File: src/rtl/tx_packetizer_pkg.sv
// Shared constants, state encoding and checksum helpers for the host-bound packet framer.
package tx_packetizer_pkg;

    localparam logic [7:0] pkt_sync          = 8'hA5;
    localparam logic [7:0] pkt_type_mcp      = 8'h01;
    localparam logic [7:0] pkt_type_ccd_line = 8'h02;
    localparam logic [7:0] pkt_type_ad_conf  = 8'h03;

    // Gray-coded along the normal path: IDLE→SYNC→TYPE→LEN_LO→LEN_HI→WAIT_WORD→PAYLOAD→CSUM.
    typedef enum logic [2:0] {
        ST_IDLE      = 3'b000,
        ST_SYNC      = 3'b001,
        ST_TYPE      = 3'b011,
        ST_LEN_LO    = 3'b010,
        ST_LEN_HI    = 3'b110,
        ST_WAIT_WORD = 3'b111,
        ST_PAYLOAD   = 3'b101,
        ST_CSUM      = 3'b100
    } tx_state_e;

    function automatic logic [7:0] csum_add(input logic [7:0] sum, input logic [7:0] data);
        return sum + data;
    endfunction

    function automatic logic is_emit_state(input tx_state_e state);
        logic emit;
        case (state)
            ST_SYNC, ST_TYPE, ST_LEN_LO, ST_LEN_HI, ST_PAYLOAD, ST_CSUM: emit = 1'b1;
            default:                                                     emit = 1'b0;
        endcase
        return emit;
    endfunction

endpackage

File: src/rtl/tx_packetizer.sv
// Frames producer words into SYNC/TYPE/LEN/payload/CSUM packets and writes them byte-wise into tx_fifo.
module tx_packetizer
    import tx_packetizer_pkg::*;
#(
    parameter int unsigned WORD_BYTES = 2,
    parameter logic [7:0]  SYNC_BYTE  = pkt_sync
) (
    input  logic                    clk,
    input  logic                    rst_n,
    input  logic                    pkt_start,
    input  logic [7:0]              pkt_type,
    input  logic [15:0]             pkt_len,
    output logic                    busy,
    input  logic [8*WORD_BYTES-1:0] word_data,
    input  logic                    word_valid,
    output logic                    word_ready,
    output logic [7:0]              tx_fifo_wdata,
    output logic                    tx_fifo_winc,
    input  logic                    tx_fifo_wfull
);

    localparam int unsigned WORD_W    = 8 * WORD_BYTES;
    localparam logic [1:0]  LAST_BYTE = 2'(WORD_BYTES - 1);

    tx_state_e         state_r;
    logic [7:0]        type_r;
    logic [7:0]        csum_r;
    logic [7:0]        wdata_r;
    logic [15:0]       word_cnt_r;
    logic [WORD_W-1:0] shreg_r;
    logic [1:0]        byte_cnt_r;
    logic              busy_r;
    logic              word_ready_r;

    logic              winc_s;
    logic [7:0]        csum_next_s;
    logic [WORD_W-1:0] shreg_next_s;
    logic [15:0]       word_cnt_dec_s;

    // Write strobe is gated by full in the same cycle so a byte is never pushed into a full fifo.
    always_comb begin
        winc_s = 1'b0;
        if (is_emit_state(state_r)) begin
            winc_s = ~tx_fifo_wfull;
        end else begin
            winc_s = 1'b0;
        end
    end

    // Next-value helpers shared by several state transitions.
    always_comb begin
        csum_next_s    = csum_add(csum_r, wdata_r);
        shreg_next_s   = shreg_r >> 8;
        word_cnt_dec_s = word_cnt_r - 16'd1;
    end

    // Packet sequencer: each emit state holds its byte in wdata_r until a cycle with winc_s.
    always_ff @(posedge clk or negedge rst_n) begin
        if (!rst_n) begin
            state_r      <= ST_IDLE;
            type_r       <= 8'h00;
            csum_r       <= 8'h00;
            wdata_r      <= 8'h00;
            word_cnt_r   <= 16'h0000;
            shreg_r      <= '0;
            byte_cnt_r   <= 2'd0;
            busy_r       <= 1'b0;
            word_ready_r <= 1'b0;
        end else begin
            case (state_r)
                ST_IDLE: begin
                    if (pkt_start) begin
                        type_r     <= pkt_type;
                        word_cnt_r <= pkt_len;
                        csum_r     <= 8'h00;
                        wdata_r    <= SYNC_BYTE;
                        busy_r     <= 1'b1;
                        state_r    <= ST_SYNC;
                    end
                end
                ST_SYNC: begin
                    if (winc_s) begin
                        wdata_r <= type_r;
                        state_r <= ST_TYPE;
                    end
                end
                ST_TYPE: begin
                    if (winc_s) begin
                        csum_r  <= csum_next_s;
                        wdata_r <= word_cnt_r[7:0];
                        state_r <= ST_LEN_LO;
                    end
                end
                ST_LEN_LO: begin
                    if (winc_s) begin
                        csum_r  <= csum_next_s;
                        wdata_r <= word_cnt_r[15:8];
                        state_r <= ST_LEN_HI;
                    end
                end
                ST_LEN_HI: begin
                    if (winc_s) begin
                        csum_r <= csum_next_s;
                        if (word_cnt_r != 16'h0000) begin
                            word_ready_r <= 1'b1;
                            state_r      <= ST_WAIT_WORD;
                        end else begin
                            wdata_r <= csum_next_s;
                            state_r <= ST_CSUM;
                        end
                    end
                end
                ST_WAIT_WORD: begin
                    if (word_valid) begin
                        shreg_r      <= word_data;
                        wdata_r      <= word_data[7:0];
                        byte_cnt_r   <= 2'd0;
                        word_ready_r <= 1'b0;
                        state_r      <= ST_PAYLOAD;
                    end
                end
                ST_PAYLOAD: begin
                    if (winc_s) begin
                        csum_r <= csum_next_s;
                        if (byte_cnt_r == LAST_BYTE) begin
                            word_cnt_r <= word_cnt_dec_s;
                            if (word_cnt_dec_s != 16'h0000) begin
                                word_ready_r <= 1'b1;
                                state_r      <= ST_WAIT_WORD;
                            end else begin
                                // Checksum must include the payload byte leaving this cycle.
                                wdata_r <= csum_next_s;
                                state_r <= ST_CSUM;
                            end
                        end else begin
                            byte_cnt_r <= byte_cnt_r + 2'd1;
                            shreg_r    <= shreg_next_s;
                            wdata_r    <= shreg_next_s[7:0];
                        end
                    end
                end
                ST_CSUM: begin
                    if (winc_s) begin
                        busy_r  <= 1'b0;
                        state_r <= ST_IDLE;
                    end
                end
                default: begin
                    busy_r       <= 1'b0;
                    word_ready_r <= 1'b0;
                    state_r      <= ST_IDLE;
                end
            endcase
        end
    end

    assign busy          = busy_r;
    assign word_ready    = word_ready_r;
    assign tx_fifo_wdata = wdata_r;
    assign tx_fifo_winc  = winc_s;

endmodule

File: config.mk
export PLATFORM = sky130hd
export DESIGN_NAME = tx_packetizer
export DESIGN_NICKNAME = d
export VERILOG_FILES = /design/src/rtl/tx_packetizer_pkg.sv /design/src/rtl/tx_packetizer.sv
export SDC_FILE = /design/constraint.sdc
export NUM_CORES = 1
export LEC_CHECK = 0
export CAP_MARGIN = 20
export CORE_MARGIN = 3
export CORE_UTILIZATION = 35
export DETAILED_ROUTE_END_ITERATION = 10
export PLACE_DENSITY = 0.65
export SYNTH_ARGS = -nofsm -noshare
export SYNTH_HDL_FRONTEND = slang
export SYNTH_SLANG_ARGS = --single-unit
File: constraint.sdc
create_clock -name clk -period 10.2 [get_ports clk]
set_clock_uncertainty 0.15 [all_clocks]
set_input_delay 2.04 -clock clk [delete_from_list [all_inputs] [get_ports clk]]
set_output_delay 2.04 -clock clk [all_outputs]
set_load 0.01 [all_outputs]
# Word level (Yosys, flattened, before mapping)
# Cells that the tools add are included.
[classes] n_addsub=3 n_mul=0 div_mod_pow=0 n_lt_le_gt_ge=0 n_eq_ne=23 n_shift=0 mux=50 bitwise=1 n_reduce_logical=19
[ops] cell="$mux W16" count=6
[ops] cell="$mux W8" count=12
[ops] cell="$pmux W16 S2" count=2
[ops] cell="$pmux W8 S7" count=1
[ops] cell="$reduce_bool A16 Y1" count=2
[ops] cell="$mux W3" count=9
[ops] cell="$ne A2 B2 Y1 const B" count=13
[ops] cell="$pmux W3 S8" count=1
[ops] cell="$pmux W8 S2" count=1
[ops] cell="$sub A16 B1 Y16 const B" count=1
[ops] cell="$eq A3 B3 Y1 const B" count=4
[ops] cell="$mux W1" count=10
[ops] cell="$mux W2" count=5
[ops] cell="$reduce_and A10 Y1" count=1
[ops] cell="$reduce_and A9 Y1" count=1
[ops] cell="$add A8 B8 Y8" count=1
[ops] cell="$reduce_and A4 Y1" count=2
[ops] cell="$reduce_bool A2 Y1" count=4
[ops] cell="$reduce_and A7 Y1" count=1
[ops] cell="$reduce_bool A7 Y1" count=1
[ops] cell="$eq A3 B2 Y1 const B" count=2
[ops] cell="$reduce_and A3 Y1" count=2
[ops] cell="$reduce_or A6 Y1" count=1
[ops] cell="$pmux W2 S2" count=1
[ops] cell="12 further kinds" count=12
[totals] ff_bits=63 latchBits=0 ram_bits=0 mem_bits_ro=0 input_bits=45 output_inout_bits=11 word_cells=105 memories=0

# Depth between registers and ports, before layout
[logic_depth] depth_word=6 mapped_depth=11 mapped_depth_nobuf=9

# Least setup slack after synthesis
# No wires, ideal clock.
[synth_timing] kind="input-to-output" startpoint="input port tx_fifo_wfull" endpoint="output port tx_fifo_winc" arrival_ns=2.398 t_required_ns=8.010 slack_ns=5.612 cell_stages=2 n_path_buf=1 cell_sequence="clkbuf_1 -> nor2_1"
[synth_via] elab_chain_cells=2
[synth_lines] item="start: declaration" line_no="tx_packetizer.sv:19" rtl="input logic tx_fifo_wfull"
[synth_lines] item="$not A1 Y1" line_no="tx_packetizer.sv:44" rtl="winc_s = ~tx_fifo_wfull;"
[synth_lines] item="$mux W1" line_no="tx_packetizer.sv:43" rtl="if (is_emit_state(state_r)) begin"
[synth_lines] item="end: declaration" line_no="tx_packetizer.sv:18" rtl="output logic tx_fifo_winc,"
# No other way between the ends.

# Final worst setup path
# Ends and elaborated chain as after synthesis.

==> out/qor_table.md <==
| Group | Quantity | Reported |
|:---|:---|:---|
| setup path | Worst path cell trace | clkdlybuf4s50_1 -> nor2_1 -> clkdlybuf4s50_1 |
| yosys | Fraction of synthesis flops using an asynchronous set or reset pin | 1.00 |
| drt | DRC violations left | 0 |
| yosys | Number of warnings printed during yosys synthesis | 0 |
| yosys | Portion of the post-synthesis area used by sequential elements | 0.370 |
| setup path | Max incr delay on CP | 0.56 ns |
| setup path | Critical path fanouts, max | 9 |
| drt | Detailed-router iteration count before antenna repair | 5 |
| clock network | Hold-fix buffers at CTS | 0 |
| sta | Unrepaired setup endpoints after global routing | no |
| placed design | Post-Place Cell Area | 4310 um2 |
| sta | Setup violators final | 0 |
| sta | Normalized max-slew margin | 0.359 |
| global routing | GR Util All Layers | 0.174 |
| die | Chip height | 109 um |
| setup path | Count of buffering cells on the critical path with inverters included | 2 |
| die | Area of the die | 11900 um2 |
| yosys | Area of the mapped netlist | 3720 um2 |
| clock network | CTS buffer count | 5 |
| power and ir drop | Maximum vdd ir drop | 0.0915 mV |
| setup path | Origin of the critical flop-to-flop path | word_cnt_r[1] |
| yosys | Prevailing post-synth register cell | sky130_fd_sc_hd__dfrtp_1 |
| drt | 1st-iter DRT viols | 253 |
| sta | Share of the clock period used by the worst path | 0.541 |
| cells and area | Filler Cells Inserted | 1009 |
| setup path | Setup crit end | tx_fifo_winc |
| setup path | Launching element type of the critical path | input pin |
| setup path | Worst EP required | 8.01 ns |
| clock network | CTS tree | yes |
| yosys | Total nets after synthesis | 494 |
| drt | Routed wirelength normalized by instance count | 16.4 um |
| sta | Total negative slack for setup checks | 0 ns |
| placed design | Number of port buffers | 55 |
| cells and area | Fraction of final layout cells with drive strength greater than 1 | 0.0786 |
| clock network | Setup Fix Bufs, Post-CTS | 0 |
| yosys | Syn Inst Count | 438 |
| placed design | Final weighted congestion in routability-driven placement | 0.907 |
| drt | Total via count after detailed routing | 3374 |
| global routing | Number of global-route vias before repair | 3141 |
| clock network | Clock transition at the registers of the reported paths | 0.10 ns |
| clock network | Latest clock arrival within the worst-skew pair | 0.32 ns |
| sta | Post-route minimum period | 5.52 ns |
| status | Run status | finished, final reports clean |
| setup path | Cells on worst reg2reg path | 9 |
| yosys | Average cell area after synthesis | 8.49 um2 |
| clock network | H-tree levels | 2 |
| clock network | Post-cts resize count | 0 |
| clock network | Root Buffer | sky130_fd_sc_hd__clkbuf_8 |
| placed design | DP Wirelength | 7.16 mm |
| flow run | Max-capacitance violation count | 0 |
| power and ir drop | LEAKAGE | 1.84 nW |
| cells and area | Leading cell types in the layout, fill and taps excluded | sky130_fd_sc_hd__nand2_1, sky130_fd_sc_hd__dfrtp_1, sky130_fd_sc_hd__clkdlybuf4s50_1 |
| cells and area | Antenna Cells | 0 |
| drt | Wirelength, routed | 9.90 mm |
| sta | Transition at the pin with the smallest max-transition slack | 0.961 ns |
| setup path | Kind of capture point of the worst setup path | output pin |
| global routing | First-pass GRT wire length | 16.5 mm |
| setup path | Reg2Reg Setup Slack | 6.52 ns |
| sta | Final Hold Violating Endpoints | 0 |
| global routing | Sum of overflow across all layers after global routing | 0 |
| cells and area | Sequential cell area | 1380 um2 |
| setup path | Most numerous cell on the critical path | sky130_fd_sc_hd__clkdlybuf4s50_1 |
| drt | Final antenna-violating net count | 0 |
| cells and area | Post-route cell area | 4420 um2 |
| cells and area | Net total in the final layout | 526 |
| drt | Post-DR vias/cell | 5.59 |
| die | Chip Width | 109 um |
| die | Count of boundary I/O pins | 56 |
| setup path | Worst setup path class | input pin to output pin |
| setup path | Worst path depth | 3 |
| sta | Final max-slew violation count | 0 |
| global routing | Maximum number of pins on one net before global-route repair | 56 |
| cells and area | Area of the multi-input gates | 2150 um2 |
| setup path | Crit path launch | tx_fifo_wfull |
| hold path | Worst Hold Class | flop to flop |
| setup path | Critical-path top delay cell | sky130_fd_sc_hd__clkdlybuf4s50_1 |
| global routing | Antenna violations before repair | 0 |
| clock network | CTS Buffer Depth | 2 |
| setup path | Arrival time of the worst setup path | 3.33 ns |
| die | Core box area | 10000 um2 |
| power and ir drop | Power per standard cell area | 301 nW/um2 |
| yosys | Count of unique library cells instantiated by Yosys | 59 |
| cells and area | Synth-to-Final Area Change | 18.9% |
| yosys | Flip-flop and latch count after synthesis | 55 |
| sta | Achievable clock frequency | 181 MHz |
| setup path | CP top delay family | buffers and inverters |
| setup path | Endpoint of the lowest-slack register-to-register path | tx_fifo_wdata[2] |
| yosys | Number of flops mapped to enable cells by yosys | 0 |
| clock network | Clock Sink Count | 55 |
| die | Starting density of the core | 0.370 |
| die | Count of standard-cell rows | 36 |
-- Yosys cell counts (4+ instances only) --
| master | number | share of area |
|---|---|---|
| sky130_fd_sc_hd__a21oi_1 | 38 | 0.051 |
| sky130_fd_sc_hd__xnor2_1 | 6 | 0.014 |
| sky130_fd_sc_hd__mux2_2 | 9 | 0.027 |
| sky130_fd_sc_hd__o22ai_1 | 4 | 0.0067 |
| sky130_fd_sc_hd__mux2_4 | 5 | 0.020 |
| sky130_fd_sc_hd__o21ai_0 | 45 | 0.061 |
| sky130_fd_sc_hd__clkbuf_1 | 27 | 0.027 |
| sky130_fd_sc_hd__ha_1 | 10 | 0.034 |
| sky130_fd_sc_hd__a221o_1 | 4 | 0.011 |
| sky130_fd_sc_hd__a22oi_1 | 10 | 0.020 |
| sky130_fd_sc_hd__inv_1 | 12 | 0.012 |
| sky130_fd_sc_hd__o31ai_1 | 4 | 0.0081 |
| sky130_fd_sc_hd__a31oi_1 | 4 | 0.0067 |
| sky130_fd_sc_hd__nand3_1 | 11 | 0.015 |
| sky130_fd_sc_hd__xor2_1 | 4 | 0.0094 |
| sky130_fd_sc_hd__nor3_1 | 11 | 0.015 |
| sky130_fd_sc_hd__a221oi_1 | 4 | 0.0094 |
| sky130_fd_sc_hd__dfrtp_1 | 55 | 0.37 |
| sky130_fd_sc_hd__nand2_1 | 55 | 0.056 |
| sky130_fd_sc_hd__mux2i_1 | 11 | 0.030 |
| sky130_fd_sc_hd__buf_2 | 4 | 0.0054 |
| sky130_fd_sc_hd__nor2_1 | 44 | 0.044 |
-- tightest hold or removal path: cells and delay by family (launching register included) --
kind,cells,cell delay [ns]
DFF,1,0.36
AOI/OAI and AO/OA,1,0.06
and+or+nand+nor,1,0.05
-- kinds of logic after synthesis --
kind of cell / Yosys count / share of synthesized area
AOI/OAI and AO/OA: 141 / 0.240
adders and majority gates: 11 / 0.0390
muxes: 25 / 0.0771
DFF: 55 / 0.370
and+or+nand+nor: 150 / 0.199
buffers and inverters: 46 / 0.0518
xor gates and xnor gates: 10 / 0.0236
-- registers in the layout, indices dropped and copies added (netlist names), named ones only --
signal / flops
busy: 1
byte_cnt_r: 2
csum_r: 8
shreg_r: 8
state_r: 2
tx_fifo_wdata: 8
type_r: 8
word_cnt_r: 16
word_ready: 1
-- how the worst min path moves through the flow --
stage | start | end | depth (start not counted)
finish | byte_cnt_r[1] | byte_cnt_r[1] | 2
floorplan | byte_cnt_r[1] | byte_cnt_r[1] | 2
global placement | byte_cnt_r[1] | byte_cnt_r[1] | 2
CTS | byte_cnt_r[1] | byte_cnt_r[1] | 2
detailed placement | byte_cnt_r[1] | byte_cnt_r[1] | 2
global route | byte_cnt_r[1] | byte_cnt_r[1] | 2
-- per-stage QoR --
step                instances  worst slack [ns]   util  hold slack (ns)  total power, mW
floorplan                 438              5.61      -            0.299            0.983
global placement          596              4.73  0.429            0.309             1.16
detailed placement        596              4.70  0.429            0.330             1.18
CTS                       604              4.70  0.440            0.353             1.33
global route              604              4.64  0.440            0.374             1.45
finish                    604              4.68  0.440            0.348             1.33
-- power breakdown --
group / switching, mW / internal, mW
clock network: 0.0771 / 0.0733
logic: 0.371 / 0.330
registers: 0.162 / 0.319
-- per-layer routing --
metal | part of all wire | global-route usage
met1 | 0.46 | 0.257
met2 | 0.45 | 0.261
met3 | 0.068 | 0.0266
met4 | 0.021 | 0.0550
met5 | 0 | 0
-- layout make-up --
type | instances | area share
inverter | 13 | 0.0110
clock inverter | 3 | 0.00991
multi-input combinational | 337 | 0.486
timing repair buffer | 58 | 0.129
tap | 133 | 0.0376
clock buffer | 5 | 0.0156
sequential | 55 | 0.311
No activity file was read; power rests on OpenSTA's default activity.
